### src/rtl/y_pos_updater_if.sv
//------------------------------------------------------------------------------
// y_pos_updater_if
// Vertical-position bus between y_pos_updater (master) and the per-line Y
// checkers (slave). All signals are driven by the master.
//
//   player1Pos  [PLAYER_HEIGHT_LOG]  paddle 1 top line
//   player2Pos  [PLAYER_HEIGHT_LOG]  paddle 2 top line
//   ballYPos    [BALL_HEIGHT_LOG]    ball top line
//   ballYDown   1                    1 = ball moving toward larger Y
//   updateDone  1                    one-cycle pulse when positions are updated
//------------------------------------------------------------------------------
interface y_pos_updater_if #(
   parameter int PLAYER_HEIGHT_LOG = 9,
   parameter int BALL_HEIGHT_LOG   = 9
);
   logic [PLAYER_HEIGHT_LOG-1:0] player1Pos;
   logic [PLAYER_HEIGHT_LOG-1:0] player2Pos;
   logic [BALL_HEIGHT_LOG-1:0]   ballYPos;
   logic                         ballYDown;
   logic                         updateDone;

   modport master (
      output player1Pos,
      output player2Pos,
      output ballYPos,
      output ballYDown,
      output updateDone
   );

   modport slave (
      input player1Pos,
      input player2Pos,
      input ballYPos,
      input ballYDown,
      input updateDone
   );
endinterface

### src/rtl/y_pos_updater.sv
//------------------------------------------------------------------------------
// y_pos_updater
// Once per frame, on the rising edge of V_BLANK, steps paddle 1, paddle 2 and
// then the ball (one per cycle), handling clamping and wall bounces. Positions
// only change during vertical blanking.
//
// Ports:
//   CLK                         system clock
//   rst                         synchronous, active-high reset
//   V_BLANK                     vertical blanking flag
//   p1Up, p1Down, p2Up, p2Down  player buttons (already synchronised)
//   serve                       re-centre the ball and reverse its direction
//   posIf (master)              player1Pos, player2Pos, ballYPos, ballYDown,
//                               updateDone
//
// Optional feature: define BALL_SPEEDUP_EN to make each wall bounce raise the
// ball step by one (saturating at 2*BALL_SPEED); serve restores BALL_SPEED.
//------------------------------------------------------------------------------
module y_pos_updater #(
   parameter int PLAYER_HEIGHT_LOG = 9,
   parameter int BALL_HEIGHT_LOG   = 9,
   parameter int SCREEN_HEIGHT     = 480,
   parameter int PLAYER_LEN        = 64,
   parameter int BALL_PIXSIZE      = 8,
   parameter int PLAYER_SPEED      = 4,
   parameter int BALL_SPEED        = 2
) (
   input  logic             CLK,
   input  logic             rst,
   input  logic             V_BLANK,
   input  logic             p1Up,
   input  logic             p1Down,
   input  logic             p2Up,
   input  logic             p2Down,
   input  logic             serve,
   y_pos_updater_if.master  posIf
);

   localparam int PW = PLAYER_HEIGHT_LOG;
   localparam int BW = BALL_HEIGHT_LOG;
   localparam int SW = $clog2(2 * BALL_SPEED) + 1;

   localparam logic [PW-1:0] P_INIT  = PW'((SCREEN_HEIGHT - PLAYER_LEN) / 2);
   localparam logic [PW-1:0] P_MAX   = PW'(SCREEN_HEIGHT - PLAYER_LEN);
   localparam logic [PW:0]   P_MAXW  = (PW + 1)'(SCREEN_HEIGHT - PLAYER_LEN);
   localparam logic [PW:0]   P_STEPW = (PW + 1)'(PLAYER_SPEED);
   localparam logic [PW-1:0] P_STEP  = PW'(PLAYER_SPEED);

   localparam logic [BW-1:0] B_INIT  = BW'((SCREEN_HEIGHT - BALL_PIXSIZE) / 2);
   localparam logic [BW-1:0] B_MAX   = BW'(SCREEN_HEIGHT - BALL_PIXSIZE);
   localparam logic [BW:0]   B_MAXW  = (BW + 1)'(SCREEN_HEIGHT - BALL_PIXSIZE);

   typedef enum logic [5:0] {
      IDLE           = 6'b000001,
      UPD_P1         = 6'b000010,
      UPD_P2         = 6'b000100,
      UPD_BALL       = 6'b001000,
      DONE           = 6'b010000,
      WAIT_LOW_BLANK = 6'b100000
   } state_t;

   state_t          state;
   state_t          nextState;
   logic            vBlankBuf;
   logic            vBlankPrev;
   logic            updateDoneC;

   logic [PW-1:0]   player1Pos;
   logic [PW-1:0]   player2Pos;
   logic [BW-1:0]   ballYPos;
   logic            ballYDown;

   logic [SW-1:0]   ballStep;
   logic [BW-1:0]   ballNextPos;
   logic            ballNextDown;
   logic            ballBounce;

   // Paddle step with clamping; sums are one bit wider so they cannot wrap.
   function automatic logic [PW-1:0] paddleNext(input logic [PW-1:0] pos,
                                                input logic up,
                                                input logic down);
      logic [PW:0] wide;
      logic [PW:0] sum;
      wide = {1'b0, pos};
      sum  = wide + P_STEPW;
      paddleNext = pos;
      unique case ({up, down})
         2'b10:   paddleNext = (wide >= P_STEPW) ? (pos - P_STEP) : '0;
         2'b01:   paddleNext = (sum >= P_MAXW) ? P_MAX : sum[PW-1:0];
         default: paddleNext = pos;
      endcase
   endfunction

   // Two-stage V_BLANK pipeline; resetting both to 1 suppresses a trigger when
   // V_BLANK is already high as reset is released.
   always_ff @(posedge CLK) begin
      if (rst) begin
         vBlankBuf  <= 1'b1;
         vBlankPrev <= 1'b1;
      end else begin
         vBlankBuf  <= V_BLANK;
         vBlankPrev <= vBlankBuf;
      end
   end

   always_ff @(posedge CLK) begin
      if (rst) state <= IDLE;
      else     state <= nextState;
   end

   always_comb begin
      nextState   = state;
      updateDoneC = 1'b0;
      unique case (state)
         IDLE:           if (vBlankBuf && !vBlankPrev) nextState = UPD_P1;
         UPD_P1:         nextState = UPD_P2;
         UPD_P2:         nextState = UPD_BALL;
         UPD_BALL:       nextState = DONE;
         DONE: begin
            nextState   = WAIT_LOW_BLANK;
            updateDoneC = 1'b1;
         end
         WAIT_LOW_BLANK: if (!vBlankBuf) nextState = IDLE;
         default:        nextState = IDLE;
      endcase
   end

   // Ball step: serve wins, otherwise move and bounce off the walls.
   always_comb begin
      logic [BW:0] wide;
      logic [BW:0] stepW;
      wide         = {1'b0, ballYPos};
      stepW        = (BW + 1)'(ballStep);
      ballNextPos  = ballYPos;
      ballNextDown = ballYDown;
      ballBounce   = 1'b0;
      if (serve) begin
         ballNextPos  = B_INIT;
         ballNextDown = ~ballYDown;
      end else if (ballYDown) begin
         if (wide + stepW >= B_MAXW) begin
            ballNextPos  = B_MAX;
            ballNextDown = 1'b0;
            ballBounce   = 1'b1;
         end else begin
            ballNextPos  = ballYPos + BW'(ballStep);
         end
      end else begin
         if (wide <= stepW) begin
            ballNextPos  = '0;
            ballNextDown = 1'b1;
            ballBounce   = 1'b1;
         end else begin
            ballNextPos  = ballYPos - BW'(ballStep);
         end
      end
   end

`ifdef BALL_SPEEDUP_EN
   localparam logic [SW-1:0] S_BASE = SW'(BALL_SPEED);
   localparam logic [SW-1:0] S_MAX  = SW'(2 * BALL_SPEED);

   always_ff @(posedge CLK) begin
      if (rst) begin
         ballStep <= S_BASE;
      end else if (state == UPD_BALL) begin
         if (serve)                           ballStep <= S_BASE;
         else if (ballBounce && ballStep < S_MAX) ballStep <= ballStep + 1'b1;
      end
   end
`else
   assign ballStep = SW'(BALL_SPEED);
`endif

   always_ff @(posedge CLK) begin
      if (rst) begin
         player1Pos <= P_INIT;
         player2Pos <= P_INIT;
         ballYPos   <= B_INIT;
         ballYDown  <= 1'b1;
      end else begin
         unique case (state)
            UPD_P1:   player1Pos <= paddleNext(player1Pos, p1Up, p1Down);
            UPD_P2:   player2Pos <= paddleNext(player2Pos, p2Up, p2Down);
            UPD_BALL: begin
               ballYPos  <= ballNextPos;
               ballYDown <= ballNextDown;
            end
            default: ;
         endcase
      end
   end

   assign posIf.player1Pos = player1Pos;
   assign posIf.player2Pos = player2Pos;
   assign posIf.ballYPos   = ballYPos;
   assign posIf.ballYDown  = ballYDown;
   assign posIf.updateDone = updateDoneC;

endmodule
### src/flat_wrapper.sv
// flat-port wrapper written by rule: the top's interface ports become plain ports
module y_pos_updater_flat 
#(
   parameter int PLAYER_HEIGHT_LOG = 9,
   parameter int BALL_HEIGHT_LOG   = 9,
   parameter int SCREEN_HEIGHT     = 480,
   parameter int PLAYER_LEN        = 64,
   parameter int BALL_PIXSIZE      = 8,
   parameter int PLAYER_SPEED      = 4,
   parameter int BALL_SPEED        = 2
)
  (CLK, rst, V_BLANK, p1Up, p1Down, p2Up, p2Down, serve, posIf_player1Pos, posIf_player2Pos, posIf_ballYPos, posIf_ballYDown, posIf_updateDone);
  y_pos_updater_if #(.PLAYER_HEIGHT_LOG(PLAYER_HEIGHT_LOG), .BALL_HEIGHT_LOG(BALL_HEIGHT_LOG)) posIf_i ();
  input  logic CLK;
  input  logic rst;
  input  logic V_BLANK;
  input  logic p1Up;
  input  logic p1Down;
  input  logic p2Up;
  input  logic p2Down;
  input  logic serve;
  output wire logic [$bits(posIf_i.player1Pos)-1:0] posIf_player1Pos;
  output wire logic [$bits(posIf_i.player2Pos)-1:0] posIf_player2Pos;
  output wire logic [$bits(posIf_i.ballYPos)-1:0] posIf_ballYPos;
  output wire logic [$bits(posIf_i.ballYDown)-1:0] posIf_ballYDown;
  output wire logic [$bits(posIf_i.updateDone)-1:0] posIf_updateDone;
  assign posIf_player1Pos = posIf_i.player1Pos;
  assign posIf_player2Pos = posIf_i.player2Pos;
  assign posIf_ballYPos = posIf_i.ballYPos;
  assign posIf_ballYDown = posIf_i.ballYDown;
  assign posIf_updateDone = posIf_i.updateDone;
  y_pos_updater #(.PLAYER_HEIGHT_LOG(PLAYER_HEIGHT_LOG), .BALL_HEIGHT_LOG(BALL_HEIGHT_LOG), .SCREEN_HEIGHT(SCREEN_HEIGHT), .PLAYER_LEN(PLAYER_LEN), .BALL_PIXSIZE(BALL_PIXSIZE), .PLAYER_SPEED(PLAYER_SPEED), .BALL_SPEED(BALL_SPEED)) u_core (.CLK(CLK), .rst(rst), .V_BLANK(V_BLANK), .p1Up(p1Up), .p1Down(p1Down), .p2Up(p2Up), .p2Down(p2Down), .serve(serve), .posIf(posIf_i));
endmodule
### config.mk
export PLATFORM = sky130hd
export DESIGN_NAME = y_pos_updater_flat
export DESIGN_NICKNAME = d
export VERILOG_FILES = /design/src/rtl/y_pos_updater_if.sv /design/src/rtl/y_pos_updater.sv /design/src/flat_wrapper.sv
export SDC_FILE = /design/constraint.sdc
export NUM_CORES = 1
export LEC_CHECK = 0
export ABC_CLOCK_PERIOD_IN_PS = 1900
export CORE_ASPECT_RATIO = 1.1
export CORE_MARGIN = 4
export CORE_UTILIZATION = 43
export CTS_CLUSTER_DIAMETER = 100
export DETAILED_ROUTE_END_ITERATION = 12
export GPL_TIMING_DRIVEN = 0
export PLACE_DENSITY = 0.76
export SYNTH_ARGS = -nofsm -noshare
export SYNTH_HDL_FRONTEND = slang
export SYNTH_SLANG_ARGS = --single-unit
### constraint.sdc
create_clock -name CLK -period 1.9 [get_ports CLK]
set_clock_uncertainty 0.05 [all_clocks]
set_input_delay 0.57 -clock CLK [delete_from_list [all_inputs] [get_ports CLK]]
set_output_delay 0.57 -clock CLK [all_outputs]
set_load 0.1 [all_outputs]
* Word-level counts from Yosys, hierarchy flattened
Index checks and enable logic that the tools add are counted.
Storage, ports and cells: register bits after elaboration 36, input bits 8, output and inout port bits 29, logic and storage cells 58
Operators by class: add/sub/neg operators 7, order comparisons 6, eq/ne operators 12, muxes and demuxes 18, bitwise operators 1, reductions and logical operators 7
Operator list (number):
- 2-to-1 mux 9 bit | 8
- case mux 6 bit (6 select lines) | 1
- case mux 9 bit (2 select lines) | 2
- >= comparator 10 x 9 -> 1 bit (second input constant) | 3
- adder 9 x 3 -> 10 bit (second input constant) | 2
- >= comparator 9 x 3 -> 1 bit (second input constant) | 2
- subtractor 9 x 3 -> 9 bit (second input constant) | 2
- 2-to-1 mux 6 bit | 2
- adder 9 x 2 -> 10 bit (second input constant) | 1
- adder 9 x 2 -> 9 bit (second input constant) | 1
- less-or-equal comparator 9 x 2 -> 1 bit (second input constant) | 1
- subtractor 9 x 2 -> 9 bit (second input constant) | 1
- equality test 6 x 1 -> 1 bit (second input constant) | 1
- equality test 6 x 2 -> 1 bit (second input constant) | 1
- equality test 6 x 3 -> 1 bit (second input constant) | 1
- equality test 6 x 4 -> 1 bit (second input constant) | 1
- equality test 6 x 5 -> 1 bit (second input constant) | 1
- equality test 6 bit (second input constant) | 1
- AND reduction 2 bit | 3
- 2-to-1 mux 1 bit | 5
- equality test 2 x 1 -> 1 bit (second input constant) | 2
- equality test 2 bit (second input constant) | 2
- nonzero test 2 bit | 2
- != test 2 x 1 -> 1 bit (second input constant) | 1
- 4 further kinds | 4

* Longest topological paths before layout
Gate-level depths: netlist (run 1).
word-level depth 5, gate-level depth with buffers 8, mapped depth without buffers 7

* Least setup slack after synthesis (run 1)
No wires, ideal clock.
kind reg-to-output, start point reg u_core.state[0], end point out posIf_updateDone, arrival time 2.230 ns, data required time 1.280 ns, setup slack -0.950 ns, stages on the path, launching flop included 4, path buffers 0, cells stage by stage dfxtp_1 or2_2 or3_1 nor2_1
Between the ends: cells in the longest elaborated chain, start to end 2
RTL lines:
- start: declaration | line y_pos_updater.sv:62 | state_t state;
- start signal: assignment | line y_pos_updater.sv:108 | else state <= nextState;
- equality test 6 x 5 -> 1 bit | line y_pos_updater.sv:114 | unique case (state)
- 2-to-1 mux 1 bit | line y_pos_updater.sv:114
- end: declaration | line flat_wrapper.sv:26 | output wire logic [$bits(posIf_i.updateDone)-1:0] posIf_updateDone;
Every way passes these cells.

* Final worst setup path (run 1)
start point reg u_core.state[1], end point out posIf_updateDone
The elaborated chain is that of the path after synthesis.

==> results of run 1 <==
## per-stage QoR
step           instances  power (mW)  hold WS, ns
2_1_floorplan        389        1.01        0.391
3_5_place_dp         500        1.09        0.418
6_report             528        1.74        0.454
5_1_grt              528        1.82        0.475
3_3_place_gp         500        1.08        0.415
4_1_cts              519        1.72        0.458
## cell usage after synthesis (4+ instances only)
cell	instances	area share (%)
o211ai_1	7	1.8
nor2_1	28	3.7
and3_1	11	2.4
ha_1	11	4.8
buf_1	4	0.52
dfxtp_1	31	22
nand2_1	21	2.8
and2_1	4	0.87
nand4_1	7	1.5
xnor2_1	8	2.4
a31oi_1	13	2.8
nor2b_1	7	1.5
clkbuf_1	22	2.9
a21oi_1	23	4.0
o21ai_0	23	4.0
a211o_1	4	1.2
nor4_1	10	2.2
inv_1	16	2.1
nand3_1	15	2.6
or2_2	6	1.3
buf_4	6	1.6
o21ai_1	10	1.7
nand2b_1	4	0.87
nor3_1	14	2.4
## metal layers
layer | routed length, um | up-vias | global-route usage (%)
met2 | 4400 | 195 | 36.4
met3 | 652 | 17 | 2.91
met4 | 140 | 0 | 7.12
met1 | 3700 | 1590 | 28.4
met5 | 0 | - | 0
li1 | - | 1579 | -
## report_power, final
group	total (mW)	switching (mW)	internal, mW
Sequential	0.689	0.0338	0.655
Combinational	0.489	0.270	0.219
Clock	0.562	0.298	0.264
## registers in the layout, indices dropped and copies added, names as in the netlist
| name | count |
|---|---|
| u_core.posIf.ballYDown | 1 |
| u_core.posIf.ballYPos | 8 |
| u_core.posIf.player2Pos | 7 |
| u_core.vBlankPrev | 1 |
| u_core.posIf.player1Pos | 7 |
| u_core.state | 6 |
| u_core.vBlankBuf | 1 |
## what timing repair did
item | in CTS | in global routing
pin swaps | 17 | 18
gates resized for setup | 119 | 37
buffers inserted | 11 | 11
setup endpoints to repair | 55 | 32
gates cloned | 1 | 0
## area by class of cell
type	instances	area [sq um]
Buffer	33	225
Clock buffer	5	68.8
Tap cell	80	100
Clock inverter	3	21.3
Fill cell	570	2340
Multi-Input combinational cell	306	2280
Timing Repair Buffer	53	493
Inverter	17	68.8
Sequential cell	31	703
## kinds of logic (layout without fill, tap and decap cells)
kind of cell | count (synthesis) | after routing
AND/OR/NAND/NOR | 155 | 155
AO/OA/AOI/OAI | 126 | 126
buffers and inverters | 52 | 111
flip-flops | 31 | 31
adder cells (fa/ha/maj) | 11 | 11
XOR/XNOR | 9 | 9
other | 1 | 5
## worst paths after layout
| path | startpoint | endpoint | slack, ns | depth (start not counted) |
|---|---|---|---|---|
| worst max-delay path | u_core.state[1] | posIf_updateDone | -0.25 | 4 |
| worst min-delay path | u_core.vBlankBuf | u_core.vBlankPrev | 0.45 | 1 |
| worst max register to register | u_core.state[0] | u_core.posIf.player2Pos[8] | -0.15 | 6 |
| worst min register to register | u_core.vBlankBuf | u_core.vBlankPrev | 0.45 | 1 |
==> impl_metrics.json, run 1 <==
{
  "synth_flop_cell": "dfxtp_1",
  "path_class": "reg2out",
  "final_cell_area_sq_um": 3960,
  "die_w_um": 85.8,
  "synthXorXnorAreaFrac_pct": 2.75,
  "cts_tree": "built",
  "cp_max_fo": 6,
  "ant_nets": 0,
  "p_leak_nw": 1.44,
  "max_slew_margin_pct": 61.8,
  "yosys.area_share.adder_pct": 4.81,
  "yosysWarnings": 0,
  "synth_compound_area_share_pct": 31.2,
  "path_cells": "or2_4 > or3_4 > nor2_4 > buf_12",
  "n_antenna_cell": 0,
  "antenna_found_initial": 0,
  "violations": "setup timing",
  "synthToLayoutAreaGrowth_pct": 38.4,
  "synth-edff-count": 0,
  "slowest_stage": "dfxtp_2",
  "ios": 37,
  "clk_latency_ns": 0.29,
  "die_area_sq_um": 8030,
  "slew_violations": 0,
  "synth_cell_types": 75,
  "outcome": "finished with violations",
  "drt-total-wl_mm": 8.89,
  "start_kind": "register",
  "async_flop_share_pct": 0,
  "first_global_vias": 3024,
  "ys_seq_area_share_pct": 21.7,
  "port_buffers": 31,
  "layout-drive-gt1-share_pct": 37.5,
  "max_stage_delay_ns": 0.36,
  "core_area_sq_um": 6310,
  "cp.arrival_ns": 1.53,
  "wl_per_cell_um": 16.8,
  "cp.required_ns": 1.28,
  "muxShareOfSynthArea_pct": 0,
  "cts_max_path_buffers": 2,
  "grt_overflow": 0,
  "die_h_um": 93.6,
  "clkSinkCount": 31,
  "dpl_cell_area_sq_um": 3520,
  "worstMarginPinSlew_ns": 0.568,
  "synth_area_per_cell_sq_um": 7.44,
  "dp_slack_ns": -0.893,
  "fin_ws_ns": -0.253,
  "track_usage_pct": 21.7,
  "power_density_nw_per_um2": 439,
  "fin_util_pct": 62.8,
  "drc": 0,
  "fin_nets": 466,
  "synth-simple-area-share_pct": 31.5,
  "max_freq_ghz": 0.464,
  "setup_viol": 17,
  "syn_area_sq_um": 2860,
  "period_needed_ns": 2.15,
  "clkSlewWorstSetupHoldPaths_ns": 0.08,
  "synthCells": 385,
  "grt_start_max_net_pins": 13,
  "row_count": 30,
  "hold_violations": 0,
  "cts_buffers": 5,
  "gpl.final_weighted_congestion": 0.940,
  "num_vias": 3381,
  "avgViaCountPerCell": 6.40,
  "vdd_ir_drop_max_mv": 0.303,
  "fin_setup_tns_ns": -1.19,
  "dr.pass1.iters": 5,
  "root_buffer": "clkbuf_8",
  "synth_top_family_by_area": "simple AND/OR/NAND/NOR gates",
  "crit_buf_inv": 1,
  "initial_core_util_pct": 45.4,
  "cpLargestDelayFamily": "simple AND/OR/NAND/NOR gates",
  "rsz0062_at_grt": "yes",
  "fin_crit_sh_pct": 113,
  "hold_path.class": "reg2reg",
  "hold_buffers": 0,
  "first_iter_violations": 197,
  "ys_seq_elements": 31,
  "cap_violations": 0,
  "layout_common_cells": "23 x nor2_1, 23 x buf_4, 21 x o21ai_0, 20 x nand2_1, 20 x dfxtp_4",
  "grt_first_pass_wirelength_mm": 14.3,
  "hpwl_mm": 6.09,
  "end_kind": "output pin",
  "htree_levels": 2
}
(Power assumes the default switching activity.)
==> run 2, diff against run 1 <==
Settings changed: CTS_BUF_LIST set to sky130_fd_sc_hd__clkbuf_2.
==> impl_metrics.json, run 2 (same netlist as run 1, synthesis figures left out) <==
{
  "layout-drive-gt1-share_pct": 39.3,
  "max_stage_delay_ns": 0.39,
  "fin_ws_ns": -0.392,
  "grt_start_max_net_pins": 13,
  "synthToLayoutAreaGrowth_pct": 38.6,
  "rsz0062_at_grt": "yes",
  "fill_cells": 576,
  "drc": 0,
  "start_kind": "register",
  "drt-total-wl_mm": 9.31,
  "period_needed_ns": 2.29,
  "die_h_um": 93.6,
  "fin_crit_sh_pct": 121,
  "layout_common_cells": "38 x buf_4, 23 x nor2_1, 23 x dfxtp_4, 21 x o21ai_0, 20 x nand2_1",
  "clk_latency_ns": 0.39,
  "clkSinkCount": 31,
  "cp_max_fo": 3,
  "wl_per_cell_um": 17.3,
  "htree_levels": 2,
  "first_global_vias": 3022,
  "clkSlewWorstSetupHoldPaths_ns": 0.22,
  "largest_register": "u_core.posIf.ballYPos",
  "pwr-share-comb_pct": 34.4,
  "seqPwrFrac_pct": 41.9,
  "slowest_stage": "dfxtp_4",
  "cts_buffers": 5,
  "netSwitchingFraction_pct": 37.6,
  "p_switching_uw": 607,
  "max_freq_ghz": 0.436,
  "final_common_cell": "buf_4",
  "path_cells": "or2_4 > or3_4 > nor2_4 > buf_12",
  "avgViaCountPerCell": 6.36,
  "dp_slack_ns": -0.893,
  "vdd_ir_drop_max_mv": 0.369,
  "fin_nets": 476,
  "max_slew_margin_pct": 59.3,
  "track_usage_pct": 22.1,
  "core_area_sq_um": 6310,
  "grt_overflow": 0,
  "path_class": "reg2out",
  "largest_reg_flops": 8,
  "cap_violations": 0,
  "n_antenna_cell": 0,
  "row_count": 30,
  "p_leak_nw": 1.47,
  "ant_nets": 0,
  "ios": 37,
  "worstMarginPinSlew_ns": 0.605,
  "antenna_found_initial": 0,
  "die_w_um": 85.8,
  "outcome": "finished with violations",
  "port_buffers": 31,
  "first_iter_violations": 214,
  "hold_violations": 0,
  "dr.pass1.iters": 4,
  "cp.arrival_ns": 1.67,
  "hpwl_mm": 6.09,
  "num_vias": 3422,
  "die_area_sq_um": 8030,
  "gpl.final_weighted_congestion": 0.940,
  "grt_first_pass_wirelength_mm": 14.6,
  "slew_violations": 0,
  "initial_core_util_pct": 45.4,
  "root_buffer": "clkbuf_2",
  "setup_viol": 19,
  "end_kind": "output pin",
  "cts_tree": "built",
  "reg_top3": "u_core.posIf.ballYPos x8, u_core.posIf.player1Pos x7, u_core.posIf.player2Pos x7",
  "hold_path.class": "reg2reg",
  "power_density_nw_per_um2": 407,
  "cts_max_path_buffers": 2,
  "holdWs_ns": 0.485,
  "violations": "setup timing",
  "p_int_mw": 1.01,
  "cp.required_ns": 1.28,
  "p_clk_share_pct": 23.7
}
## run 2: cell types whose count changed in the layout (fill, tap and decap cells not counted), sizes merged
cell,before,now
clkbuf,27,30
clkdlybuf4s15,17,0
clkdlybuf4s50,3,7
buf,40,64
dlygate4sd2,4,0
## run 2: path summary, 6_finish.rpt
path / from / end / slack, ns / depth (start not counted)
min reg2reg: u_core.vBlankBuf / u_core.vBlankPrev / 0.48 / 1
max: u_core.state[0] / posIf_updateDone / -0.39 / 4
min: u_core.vBlankBuf / u_core.vBlankPrev / 0.48 / 1
max reg2reg: u_core.state[1] / u_core.posIf.ballYPos[8] / -0.23 / 7
## run 2: layout make-up
| class | instances | area, sq um | share of cell area, % |
|---|---|---|---|
| flip-flops and latches | 31 | 713 | 18.0 |
| repair buffers | 63 | 507 | 12.8 |
| plain buffers | 33 | 210 | 5.30 |
| well taps | 80 | 100 | 2.52 |
| clock inverters | 3 | 21.3 | 0.536 |
| multi-input cells | 306 | 2320 | 58.6 |
| inverters | 17 | 66.3 | 1.67 |
| clock buffers | 5 | 25.0 | 0.631 |
## run 2: metrics by stage
step	utilization, %	instances	total power, mW	TNS, ns	area, sq um
floorplan	-	389	1.01	-0.554	3110
global placement	55.9	500	1.08	-17.38	3520
detailed placement	55.9	500	1.09	-17.95	3520
CTS	58.6	526	1.58	-1.85	3690
global route	62.9	538	1.70	-3.75	3970
finish	62.9	538	1.62	-2.06	3970
## run 2: what timing repair did
action / 4_1_cts / 5_1_grt
cloned: 1 / 0
pin swaps: 20 / 17
setup buffers: 18 / 14
resized for setup: 159 / 50
setup endpoints to repair: 45 / 33
endpoints found under the hold margin: 0 / 0
hold buffers: 0 / 0
## run 2: layer usage
| metal | up-vias | share of wire, % | track usage (%) | routed length, um |
|---|---|---|---|---|
| met1 | 1626 | 41 | 28.6 | 3780 |
| met2 | 182 | 50 | 36.9 | 4660 |
| met4 | 0 | 1.9 | 7.65 | 174 |
| met5 | - | 0 | 0 | 0 |
| li1 | 1598 | - | - | - |
| met3 | 16 | 7.5 | 3.52 | 698 |
## run 2: power groups by stage
stage | clock network (mW) | registers (mW) | logic (mW)
after CTS | 0.395 | 0.679 | 0.503
after floorplan | 0 | 0.721 | 0.289
after global routing | 0.424 | 0.678 | 0.601
final | 0.383 | 0.676 | 0.556
after global placement | 0 | 0.704 | 0.379
after detailed placement | 0 | 0.706 | 0.386
## run 2: critical path: cells and delay by family, from the launching register on
family	cells	cell delay [ns]
AND/OR/NAND/NOR	3	0.71
flip-flops	1	0.39
buffers and inverters	1	0.18
